**config.mk**
```make
export PLATFORM = sky130hd
export DESIGN_NAME = axi_tagctrl_aw_flat
export DESIGN_NICKNAME = d
export VERILOG_FILES = /design/src/rtl/axi_tagctrl_aw_if.sv /design/src/rtl/axi_tagctrl_aw.sv /design/src/flat_wrapper.sv
export SDC_FILE = /design/constraint.sdc
export NUM_CORES = 1
export LEC_CHECK = 0
export CORE_MARGIN = 2
export CORE_UTILIZATION = 41
export DETAILED_ROUTE_END_ITERATION = 10
export PLACE_DENSITY = 0.68
export REMOVE_ABC_BUFFERS = 1
export SLEW_MARGIN = 20
export SYNTH_ARGS = -nofsm -noshare
export SYNTH_HDL_FRONTEND = slang
export SYNTH_SLANG_ARGS = --single-unit
export TNS_END_PERCENT = 100
```
**constraint.sdc**
```tcl
create_clock -name clk_i -period 4.2 [get_ports clk_i]
set_input_delay 0.84 -clock clk_i [delete_from_list [all_inputs] [get_ports clk_i]]
set_output_delay 0.84 -clock clk_i [all_outputs]
set_load 0.01 [all_outputs]
```
**src/rtl/axi_tagctrl_aw_if.sv**
```systemverilog
// AW-stage bundle: slave AW beat in, master AW beat out, write descriptor out.
// Signal suffixes are relative to the tag-controller AW stage.
interface axi_tagctrl_aw_if #(
    parameter int AxiAddrWidth = 64,
    parameter int AxiIdWidth   = 4
);
    logic [AxiAddrWidth-1:0] aw_slv_addr_i;
    logic [7:0]              aw_slv_len_i;
    logic [2:0]              aw_slv_size_i;
    logic [1:0]              aw_slv_burst_i;
    logic [AxiIdWidth-1:0]   aw_slv_id_i;
    logic                    aw_slv_valid_i;
    logic                    aw_slv_ready_o;

    logic [AxiAddrWidth-1:0] aw_mst_addr_o;
    logic [7:0]              aw_mst_len_o;
    logic [2:0]              aw_mst_size_o;
    logic [1:0]              aw_mst_burst_o;
    logic [AxiIdWidth-1:0]   aw_mst_id_o;
    logic                    aw_mst_valid_o;
    logic                    aw_mst_ready_i;

    logic [AxiAddrWidth-1:0] desc_addr_o;
    logic [7:0]              desc_len_o;
    logic [2:0]              desc_size_o;
    logic [1:0]              desc_burst_o;
    logic [AxiIdWidth-1:0]   desc_id_o;
    logic                    desc_valid_o;
    logic                    desc_ready_i;

    // The AW stage itself
    modport slave (
        input  aw_slv_addr_i, aw_slv_len_i, aw_slv_size_i, aw_slv_burst_i, aw_slv_id_i,
        input  aw_slv_valid_i, aw_mst_ready_i, desc_ready_i,
        output aw_slv_ready_o,
        output aw_mst_addr_o, aw_mst_len_o, aw_mst_size_o, aw_mst_burst_o, aw_mst_id_o,
        output aw_mst_valid_o,
        output desc_addr_o, desc_len_o, desc_size_o, desc_burst_o, desc_id_o, desc_valid_o
    );

    // Whatever surrounds the AW stage (upstream port, memory, W unit)
    modport master (
        output aw_slv_addr_i, aw_slv_len_i, aw_slv_size_i, aw_slv_burst_i, aw_slv_id_i,
        output aw_slv_valid_i, aw_mst_ready_i, desc_ready_i,
        input  aw_slv_ready_o,
        input  aw_mst_addr_o, aw_mst_len_o, aw_mst_size_o, aw_mst_burst_o, aw_mst_id_o,
        input  aw_mst_valid_o,
        input  desc_addr_o, desc_len_o, desc_size_o, desc_burst_o, desc_id_o, desc_valid_o
    );
endinterface

```
**src/rtl/axi_tagctrl_aw.sv**
```systemverilog
// CHERI tag controller write-address stage: forwards AW beats to memory, queues
// a write descriptor per beat for the W unit, and bounds outstanding writes.
module axi_tagctrl_aw #(
    parameter int AxiAddrWidth  = 64,
    parameter int AxiIdWidth    = 4,
    parameter int DescFifoDepth = 2,
    parameter int MaxWrTxns     = 4,
    localparam int CntW         = $clog2(MaxWrTxns + 1)
) (
    input  logic                clk_i,
    input  logic                rst_i,
    axi_tagctrl_aw_if.slave     aw,
    input  logic                txn_done_i,
    output logic [CntW-1:0]     outstanding_o
);
    localparam int PtrW  = (DescFifoDepth > 1) ? $clog2(DescFifoDepth) : 1;
    localparam int FillW = $clog2(DescFifoDepth + 1);

    typedef enum logic {IDLE, FWD} state_e;

    typedef struct packed {
        logic [AxiAddrWidth-1:0] addr;
        logic [7:0]              len;
        logic [2:0]              size;
        logic [1:0]              burst;
        logic [AxiIdWidth-1:0]   id;
    } beat_t;

    state_e           state_q, state_d;
    beat_t            beat_q, beat_d;
    logic             aw_pend_q, aw_pend_d;
    logic             desc_pend_q, desc_pend_d;
    logic [CntW-1:0]  cnt_q, cnt_d;

    beat_t            mem_q [DescFifoDepth];
    logic [PtrW-1:0]  wr_ptr_q, rd_ptr_q;
    logic [FillW-1:0] fill_q;

    logic fifo_full, fifo_empty, slv_hs, push, pop, done_ok;

    function automatic logic [PtrW-1:0] next_ptr(input logic [PtrW-1:0] p);
        return (p == PtrW'(DescFifoDepth - 1)) ? '0 : p + PtrW'(1);
    endfunction

    // Full is taken from the registered fill level, so a same-cycle pop never frees space for a push
    assign fifo_full  = (fill_q == FillW'(DescFifoDepth));
    assign fifo_empty = (fill_q == '0);
    assign aw.aw_slv_ready_o = (state_q == IDLE) && !rst_i && (cnt_q < CntW'(MaxWrTxns)) && !fifo_full;
    assign slv_hs  = aw.aw_slv_ready_o && aw.aw_slv_valid_i;
    assign push    = (state_q == FWD) && desc_pend_q && !fifo_full;
    assign pop     = !fifo_empty && aw.desc_ready_i;
    assign done_ok = txn_done_i && (cnt_q != '0);

    always_comb begin
        state_d     = state_q;
        beat_d      = beat_q;
        aw_pend_d   = aw_pend_q;
        desc_pend_d = desc_pend_q;
        case (state_q)
            IDLE: begin
                if (slv_hs) begin
                    beat_d.addr  = aw.aw_slv_addr_i;
                    beat_d.len   = aw.aw_slv_len_i;
                    beat_d.size  = aw.aw_slv_size_i;
                    beat_d.burst = aw.aw_slv_burst_i;
                    beat_d.id    = aw.aw_slv_id_i;
                    aw_pend_d    = 1'b1;
                    desc_pend_d  = 1'b1;
                    state_d      = FWD;
                end
            end
            FWD: begin
                if (push)              desc_pend_d = 1'b0;
                if (aw.aw_mst_ready_i) aw_pend_d   = 1'b0;
                if (!aw_pend_d && !desc_pend_d) state_d = IDLE;
            end
            default: state_d = IDLE;
        endcase
    end

    always_comb begin
        cnt_d = cnt_q;
        case ({slv_hs, done_ok})
            2'b10:   cnt_d = cnt_q + CntW'(1);
            2'b01:   cnt_d = cnt_q - CntW'(1);
            default: cnt_d = cnt_q;
        endcase
    end

    always_ff @(posedge clk_i) begin
        if (rst_i) begin
            state_q     <= IDLE;
            beat_q      <= '0;
            aw_pend_q   <= 1'b0;
            desc_pend_q <= 1'b0;
            cnt_q       <= '0;
            wr_ptr_q    <= '0;
            rd_ptr_q    <= '0;
            fill_q      <= '0;
            for (int i = 0; i < DescFifoDepth; i++) mem_q[i] <= '0;
        end else begin
            state_q     <= state_d;
            beat_q      <= beat_d;
            aw_pend_q   <= aw_pend_d;
            desc_pend_q <= desc_pend_d;
            cnt_q       <= cnt_d;
            if (push) begin
                mem_q[wr_ptr_q] <= beat_q;
                wr_ptr_q        <= next_ptr(wr_ptr_q);
            end
            if (pop) rd_ptr_q <= next_ptr(rd_ptr_q);
            case ({push, pop})
                2'b10:   fill_q <= fill_q + FillW'(1);
                2'b01:   fill_q <= fill_q - FillW'(1);
                default: fill_q <= fill_q;
            endcase
        end
    end

    assign aw.aw_mst_valid_o = aw_pend_q;
    assign aw.aw_mst_addr_o  = beat_q.addr;
    assign aw.aw_mst_len_o   = beat_q.len;
    assign aw.aw_mst_size_o  = beat_q.size;
    assign aw.aw_mst_burst_o = beat_q.burst;
    assign aw.aw_mst_id_o    = beat_q.id;

    assign aw.desc_valid_o = !fifo_empty;
    assign aw.desc_addr_o  = mem_q[rd_ptr_q].addr;
    assign aw.desc_len_o   = mem_q[rd_ptr_q].len;
    assign aw.desc_size_o  = mem_q[rd_ptr_q].size;
    assign aw.desc_burst_o = mem_q[rd_ptr_q].burst;
    assign aw.desc_id_o    = mem_q[rd_ptr_q].id;

    assign outstanding_o = cnt_q;
endmodule

```
**src/flat_wrapper.sv**
```systemverilog
// flat-port wrapper written by rule: the top's interface ports become plain ports
module axi_tagctrl_aw_flat 
#(
    parameter int AxiAddrWidth  = 64,
    parameter int AxiIdWidth    = 4,
    parameter int DescFifoDepth = 2,
    parameter int MaxWrTxns     = 4,
    localparam int CntW         = $clog2(MaxWrTxns + 1)
)
  (clk_i, rst_i, txn_done_i, outstanding_o, aw_aw_slv_addr_i, aw_aw_slv_len_i, aw_aw_slv_size_i, aw_aw_slv_burst_i, aw_aw_slv_id_i, aw_aw_slv_valid_i, aw_aw_mst_ready_i, aw_desc_ready_i, aw_aw_slv_ready_o, aw_aw_mst_addr_o, aw_aw_mst_len_o, aw_aw_mst_size_o, aw_aw_mst_burst_o, aw_aw_mst_id_o, aw_aw_mst_valid_o, aw_desc_addr_o, aw_desc_len_o, aw_desc_size_o, aw_desc_burst_o, aw_desc_id_o, aw_desc_valid_o);
  axi_tagctrl_aw_if #(.AxiAddrWidth(AxiAddrWidth), .AxiIdWidth(AxiIdWidth)) aw_i ();
  input  logic clk_i;
  input  logic rst_i;
  input  logic txn_done_i;
  output logic [CntW-1:0] outstanding_o;
  input wire logic [$bits(aw_i.aw_slv_addr_i)-1:0] aw_aw_slv_addr_i;
  input wire logic [$bits(aw_i.aw_slv_len_i)-1:0] aw_aw_slv_len_i;
  input wire logic [$bits(aw_i.aw_slv_size_i)-1:0] aw_aw_slv_size_i;
  input wire logic [$bits(aw_i.aw_slv_burst_i)-1:0] aw_aw_slv_burst_i;
  input wire logic [$bits(aw_i.aw_slv_id_i)-1:0] aw_aw_slv_id_i;
  input wire logic [$bits(aw_i.aw_slv_valid_i)-1:0] aw_aw_slv_valid_i;
  input wire logic [$bits(aw_i.aw_mst_ready_i)-1:0] aw_aw_mst_ready_i;
  input wire logic [$bits(aw_i.desc_ready_i)-1:0] aw_desc_ready_i;
  output wire logic [$bits(aw_i.aw_slv_ready_o)-1:0] aw_aw_slv_ready_o;
  output wire logic [$bits(aw_i.aw_mst_addr_o)-1:0] aw_aw_mst_addr_o;
  output wire logic [$bits(aw_i.aw_mst_len_o)-1:0] aw_aw_mst_len_o;
  output wire logic [$bits(aw_i.aw_mst_size_o)-1:0] aw_aw_mst_size_o;
  output wire logic [$bits(aw_i.aw_mst_burst_o)-1:0] aw_aw_mst_burst_o;
  output wire logic [$bits(aw_i.aw_mst_id_o)-1:0] aw_aw_mst_id_o;
  output wire logic [$bits(aw_i.aw_mst_valid_o)-1:0] aw_aw_mst_valid_o;
  output wire logic [$bits(aw_i.desc_addr_o)-1:0] aw_desc_addr_o;
  output wire logic [$bits(aw_i.desc_len_o)-1:0] aw_desc_len_o;
  output wire logic [$bits(aw_i.desc_size_o)-1:0] aw_desc_size_o;
  output wire logic [$bits(aw_i.desc_burst_o)-1:0] aw_desc_burst_o;
  output wire logic [$bits(aw_i.desc_id_o)-1:0] aw_desc_id_o;
  output wire logic [$bits(aw_i.desc_valid_o)-1:0] aw_desc_valid_o;
  assign aw_i.aw_slv_addr_i = aw_aw_slv_addr_i;
  assign aw_i.aw_slv_len_i = aw_aw_slv_len_i;
  assign aw_i.aw_slv_size_i = aw_aw_slv_size_i;
  assign aw_i.aw_slv_burst_i = aw_aw_slv_burst_i;
  assign aw_i.aw_slv_id_i = aw_aw_slv_id_i;
  assign aw_i.aw_slv_valid_i = aw_aw_slv_valid_i;
  assign aw_i.aw_mst_ready_i = aw_aw_mst_ready_i;
  assign aw_i.desc_ready_i = aw_desc_ready_i;
  assign aw_aw_slv_ready_o = aw_i.aw_slv_ready_o;
  assign aw_aw_mst_addr_o = aw_i.aw_mst_addr_o;
  assign aw_aw_mst_len_o = aw_i.aw_mst_len_o;
  assign aw_aw_mst_size_o = aw_i.aw_mst_size_o;
  assign aw_aw_mst_burst_o = aw_i.aw_mst_burst_o;
  assign aw_aw_mst_id_o = aw_i.aw_mst_id_o;
  assign aw_aw_mst_valid_o = aw_i.aw_mst_valid_o;
  assign aw_desc_addr_o = aw_i.desc_addr_o;
  assign aw_desc_len_o = aw_i.desc_len_o;
  assign aw_desc_size_o = aw_i.desc_size_o;
  assign aw_desc_burst_o = aw_i.desc_burst_o;
  assign aw_desc_id_o = aw_i.desc_id_o;
  assign aw_desc_valid_o = aw_i.desc_valid_o;
  axi_tagctrl_aw #(.AxiAddrWidth(AxiAddrWidth), .AxiIdWidth(AxiIdWidth), .DescFifoDepth(DescFifoDepth), .MaxWrTxns(MaxWrTxns)) u_core (.clk_i(clk_i), .rst_i(rst_i), .aw(aw_i), .txn_done_i(txn_done_i), .outstanding_o(outstanding_o));
endmodule
```
==> impl_metrics.env <==
export IMPL_outcome="finished, final reports clean"
export IMPL_critical_path_arrival_ps=2510
export IMPL_final_fill_count=2145
export IMPL_drtIter0Drc=379
export IMPL_hold_slack_ps=495
export IMPL_num_vias=7086
export IMPL_routedWlPerCell_um=17.4
export IMPL_grt_antenna_before_repair=0
export IMPL_clock_transition_time_at_the_flip_flop_clock_pins_of_the_worst_setup_and_hold_paths_ps=60
export IMPL_crit_path_cell_trace="buf_12, mux2_2, clkdlybuf4s50_1"
export IMPL_postCtsHoldBufs=0
export IMPL_switching_power_uw=1450
export IMPL_ant_nets=0
export IMPL_type_of_destination_of_the_critical_path="output pin"
export IMPL_dieWidth_um=165
export IMPL_tritoncts="yes"
export IMPL_post_cts_repair_setup_buffers=0
export IMPL_antenna_diode_count=0
export IMPL_global_route_overflow_total=0
export IMPL_syn_to_final_growth_pct=35.1
export IMPL_grtUsageTotal_pct=18.3
export IMPL_clk_latency_ps=520
export IMPL_static_leakage_power_uw=0.00543
export IMPL_timing_critical_path_required_ps=3360
export IMPL_period_needed_ps=3350
export IMPL_synth_yosys_seq_area_share_pct=63.1
export IMPL_chipHeight_um=165
export IMPL_skew_ps=8.99
export IMPL_fin_nets=1176
export IMPL_detailed_place_area_mm2=0.0135
export IMPL_hold_path_class="flip-flop to flip-flop"
export IMPL_synthCells=854
export IMPL_power_internal_uw=4740
export IMPL_postLayoutSetupSlackWorst_ps=846
export IMPL_min_path_cells=2
export IMPL_num_rows=58
export IMPL_final_hold_violation_count=0
export IMPL_maximum_vdd_drop_mv=0.430
export IMPL_ff2ff_setup_slack_ps=1520
export IMPL_tightest_slew_ps=1020
export IMPL_timing_worst_setup_path_type="flip-flop to output pin"
export IMPL_drtPass1Iterations=4
export IMPL_route_detailed_drc=0
export IMPL_synth_ff_latch_count=254
export IMPL_cts_root_buf="sky130_fd_sc_hd__clkbuf_16"
export IMPL_power_sequential_fraction_pct=47.4
export IMPL_crit_path_max_incr_delay_ps=700
export IMPL_fmax_mhz=298
export IMPL_layout_cells_sized_above_1_pct=14.1
export IMPL_htree_num_levels=1
export IMPL_avgSynthCellArea_um2=12.4
export IMPL_grt_first_pass_wirelength_um=39000
export IMPL_multi_input_area_mm2=0.00334
export IMPL_max_clock_path_buffers=3
export IMPL_setup_worst_path_end="aw_desc_len_o[4]"
export IMPL_setup_violations_final=0
export IMPL_yosysWarningCount=0
export IMPL_cts_buffers=26
export IMPL_synth_lib_cells_used_distinct=35
export IMPL_timing_critical_path_slowest_stage_cell="sky130_fd_sc_hd__dfxtp_4"
export IMPL_via_per_inst=4.93
export IMPL_pre_cts_slack_ps=1130
export IMPL_detailedPlacementHpwl_um=14900
export IMPL_syn_area_mm2=0.0106
export IMPL_layout_common_cells="sky130_fd_sc_hd__clkdlybuf4s50_1 (254), sky130_fd_sc_hd__and2_1 (162), sky130_fd_sc_hd__edfxtp_1 (162)"
export IMPL_worstSetupStartpointType="flip-flop"
export IMPL_globalplace_congestion=0.751
export IMPL_ios=255
export IMPL_grt_start_max_net_pins=85
export IMPL_drt_total_wl_um=25000
export IMPL_cp_max_fo=45
export IMPL_final_common_cell="sky130_fd_sc_hd__clkdlybuf4s50_1"
export IMPL_critical_path_reg2reg_startpoint="u_core.fill_q[1]$_SDFFE_PP0P_"
export IMPL_seqCellArea_mm2=0.00671
export IMPL_worst_r2r_endpoint="u_core.outstanding_o[2]$_SDFFE_PP0P_"
export IMPL_clkPwrFrac_pct=38.7
export IMPL_floorplan_initialDensity_pct=42.0
export IMPL_placeableCoreArea_mm2=0.0253
export IMPL_final_cell_utilization_of_the_core_pct=56.7
export IMPL_max_cap_viol_count=0
export IMPL_power_switching_share_pct=23.4
export IMPL_buffer_ports_inserted=254
export IMPL_fp_dieArea_mm2=0.0272
export IMPL_via_count_of_the_first_global_routing_pass=7371
export IMPL_ff_to_ff_path_depth=8
export IMPL_clock_sinks=254
export IMPL_timing_max_transition_violations_final=0
export IMPL_final_cell_area_mm2=0.0144
export IMPL_grt_setup_unrepaired="false"
export IMPL_power_per_cell_area_mw_per_mm2=431
export IMPL_layout_worst_path_cycle_share_pct=79.8
export IMPL_slew_limit_headroom_pct=31.7
export IMPL_cts_repair_resized=0
export IMPL_totalNegativeSetupSlack_ps=0
export IMPL_share_comb_of_total_power_pct=13.9
==> sequential cells by signal, summed over array words and instances, names as in the netlist, named ones only <==
signal,flops
u_core.aw.aw_mst_burst_o,2
u_core.rd_ptr_q,1
u_core.state_q,1
u_core.aw.aw_mst_size_o,3
u_core.aw.aw_mst_len_o,8
u_core.aw.aw_mst_valid_o,1
u_core.mem_q,162
u_core.desc_pend_q,1
u_core.fill_q,2
u_core.wr_ptr_q,1
u_core.outstanding_o,3
u_core.aw.aw_mst_addr_o,64
u_core.aw.aw_mst_id_o,4
==> per-layer routing <==
layer  up-vias  global-route usage [%]  routed length, um
li1       3447                       -                  -
met1      3388                    22.2              10200
met4         0                    4.35                409
met3        34                    4.29               1840
met5         -                       0                  0
met2       217                    33.0              12600
==> stage by stage <==
step                total power (uW)  cells
floorplan                       3320    791
global route                    6440   1436
finish                          6190   1436
global placement                3840   1388
detailed placement              3860   1388
CTS                             6260   1436
==> critical path, delay by kind of cell (launching register included) <==
family / cells / cell delay (ps)
buf+inv: 2 / 860
mux: 1 / 380
flops: 1 / 700
==> area by class of cell <==
class / instances / area share (%)
inverter: 86 / 2.26
multi-input combinational: 451 / 23.2
sequential: 254 / 46.7
timing repair buffer: 267 / 18.6
clock buffer: 41 / 5.50
tap: 330 / 2.87
clock inverter: 7 / 0.784
==> cells by family (layout without fill, tap and decap cells) <==
group | after synthesis | after routing | synth area share (%)
flops | 254 | 254 | 63.1
simple gates | 186 | 186 | 11.1
compound gates | 176 | 176 | 10.7
buf+inv | 149 | 401 | 5.71
mux | 81 | 81 | 8.58
xor+xnor | 5 | 5 | 0.412
fa+ha+maj | 3 | 3 | 0.424
==> power by group through the flow <==
stage	Sequential [uW]	Combinational [uW]	Clock, uW
2_1_floorplan	3010	313	0
3_3_place_gp	2980	864	0
3_5_place_dp	2990	872	0
4_1_cts	2940	877	2440
5_1_grt	2960	935	2550
6_report	2930	862	2390
==> Yosys cell counts <==
cell                       count  area share (%)
sky130_fd_sc_hd__and2_1      162             9.5
sky130_fd_sc_hd__edfxtp_1    162              46
sky130_fd_sc_hd__dfxtp_1      92              17
sky130_fd_sc_hd__inv_1        85             3.0
sky130_fd_sc_hd__mux2_2       81             8.6
sky130_fd_sc_hd__o211ai_1     81             5.7
sky130_fd_sc_hd__clkbuf_1     47             1.7
sky130_fd_sc_hd__o21ai_0      39             1.8
sky130_fd_sc_hd__o21ai_1      36             1.7
sky130_fd_sc_hd__o21ai_2      10            0.82
sky130_fd_sc_hd__buf_1         8            0.28
sky130_fd_sc_hd__buf_6         6            0.64
sky130_fd_sc_hd__nor2_1        6            0.21
sky130_fd_sc_hd__nand2_1       5            0.18
sky130_fd_sc_hd__a21oi_1       4            0.19
sky130_fd_sc_hd__a21oi_2       3            0.25
sky130_fd_sc_hd__or3_1         3            0.18
sky130_fd_sc_hd__xor2_1        3            0.25
sky130_fd_sc_hd__buf_2         2           0.094
sky130_fd_sc_hd__ha_1          2            0.24
sky130_fd_sc_hd__or2_2         2            0.12
sky130_fd_sc_hd__xnor2_1       2            0.16
sky130_fd_sc_hd__fa_1          1            0.19
sky130_fd_sc_hd__inv_2         1           0.035
sky130_fd_sc_hd__nand2b_1      1           0.059
sky130_fd_sc_hd__nand3_1       1           0.047
sky130_fd_sc_hd__nor2b_1       1           0.059
sky130_fd_sc_hd__nor4_1        1           0.059
sky130_fd_sc_hd__nor4_4        1            0.20
sky130_fd_sc_hd__nor4b_4       1            0.22
sky130_fd_sc_hd__o21a_1        1           0.071
sky130_fd_sc_hd__o22a_1        1           0.082
sky130_fd_sc_hd__o31a_1        1           0.082
sky130_fd_sc_hd__or3_4         1            0.11
sky130_fd_sc_hd__or3b_1        1           0.082
==> worst min-delay path by stage <==
stage,startpoint,endpoint
final,u_core.aw.aw_mst_valid_o$_SDFFE_PP0P_,u_core.aw.aw_mst_valid_o$_SDFFE_PP0P_
after global routing,u_core.aw.aw_mst_valid_o$_SDFFE_PP0P_,u_core.aw.aw_mst_valid_o$_SDFFE_PP0P_
after CTS,u_core.aw.aw_mst_valid_o$_SDFFE_PP0P_,u_core.aw.aw_mst_valid_o$_SDFFE_PP0P_
after detailed placement,u_core.aw.aw_mst_valid_o$_SDFFE_PP0P_,u_core.aw.aw_mst_valid_o$_SDFFE_PP0P_
after global placement,u_core.aw.aw_mst_valid_o$_SDFFE_PP0P_,u_core.aw.aw_mst_valid_o$_SDFFE_PP0P_
after floorplan,u_core.rd_ptr_q$_SDFFE_PP0N_,flip-flop
No activity file was read; power rests on OpenSTA's default activity.
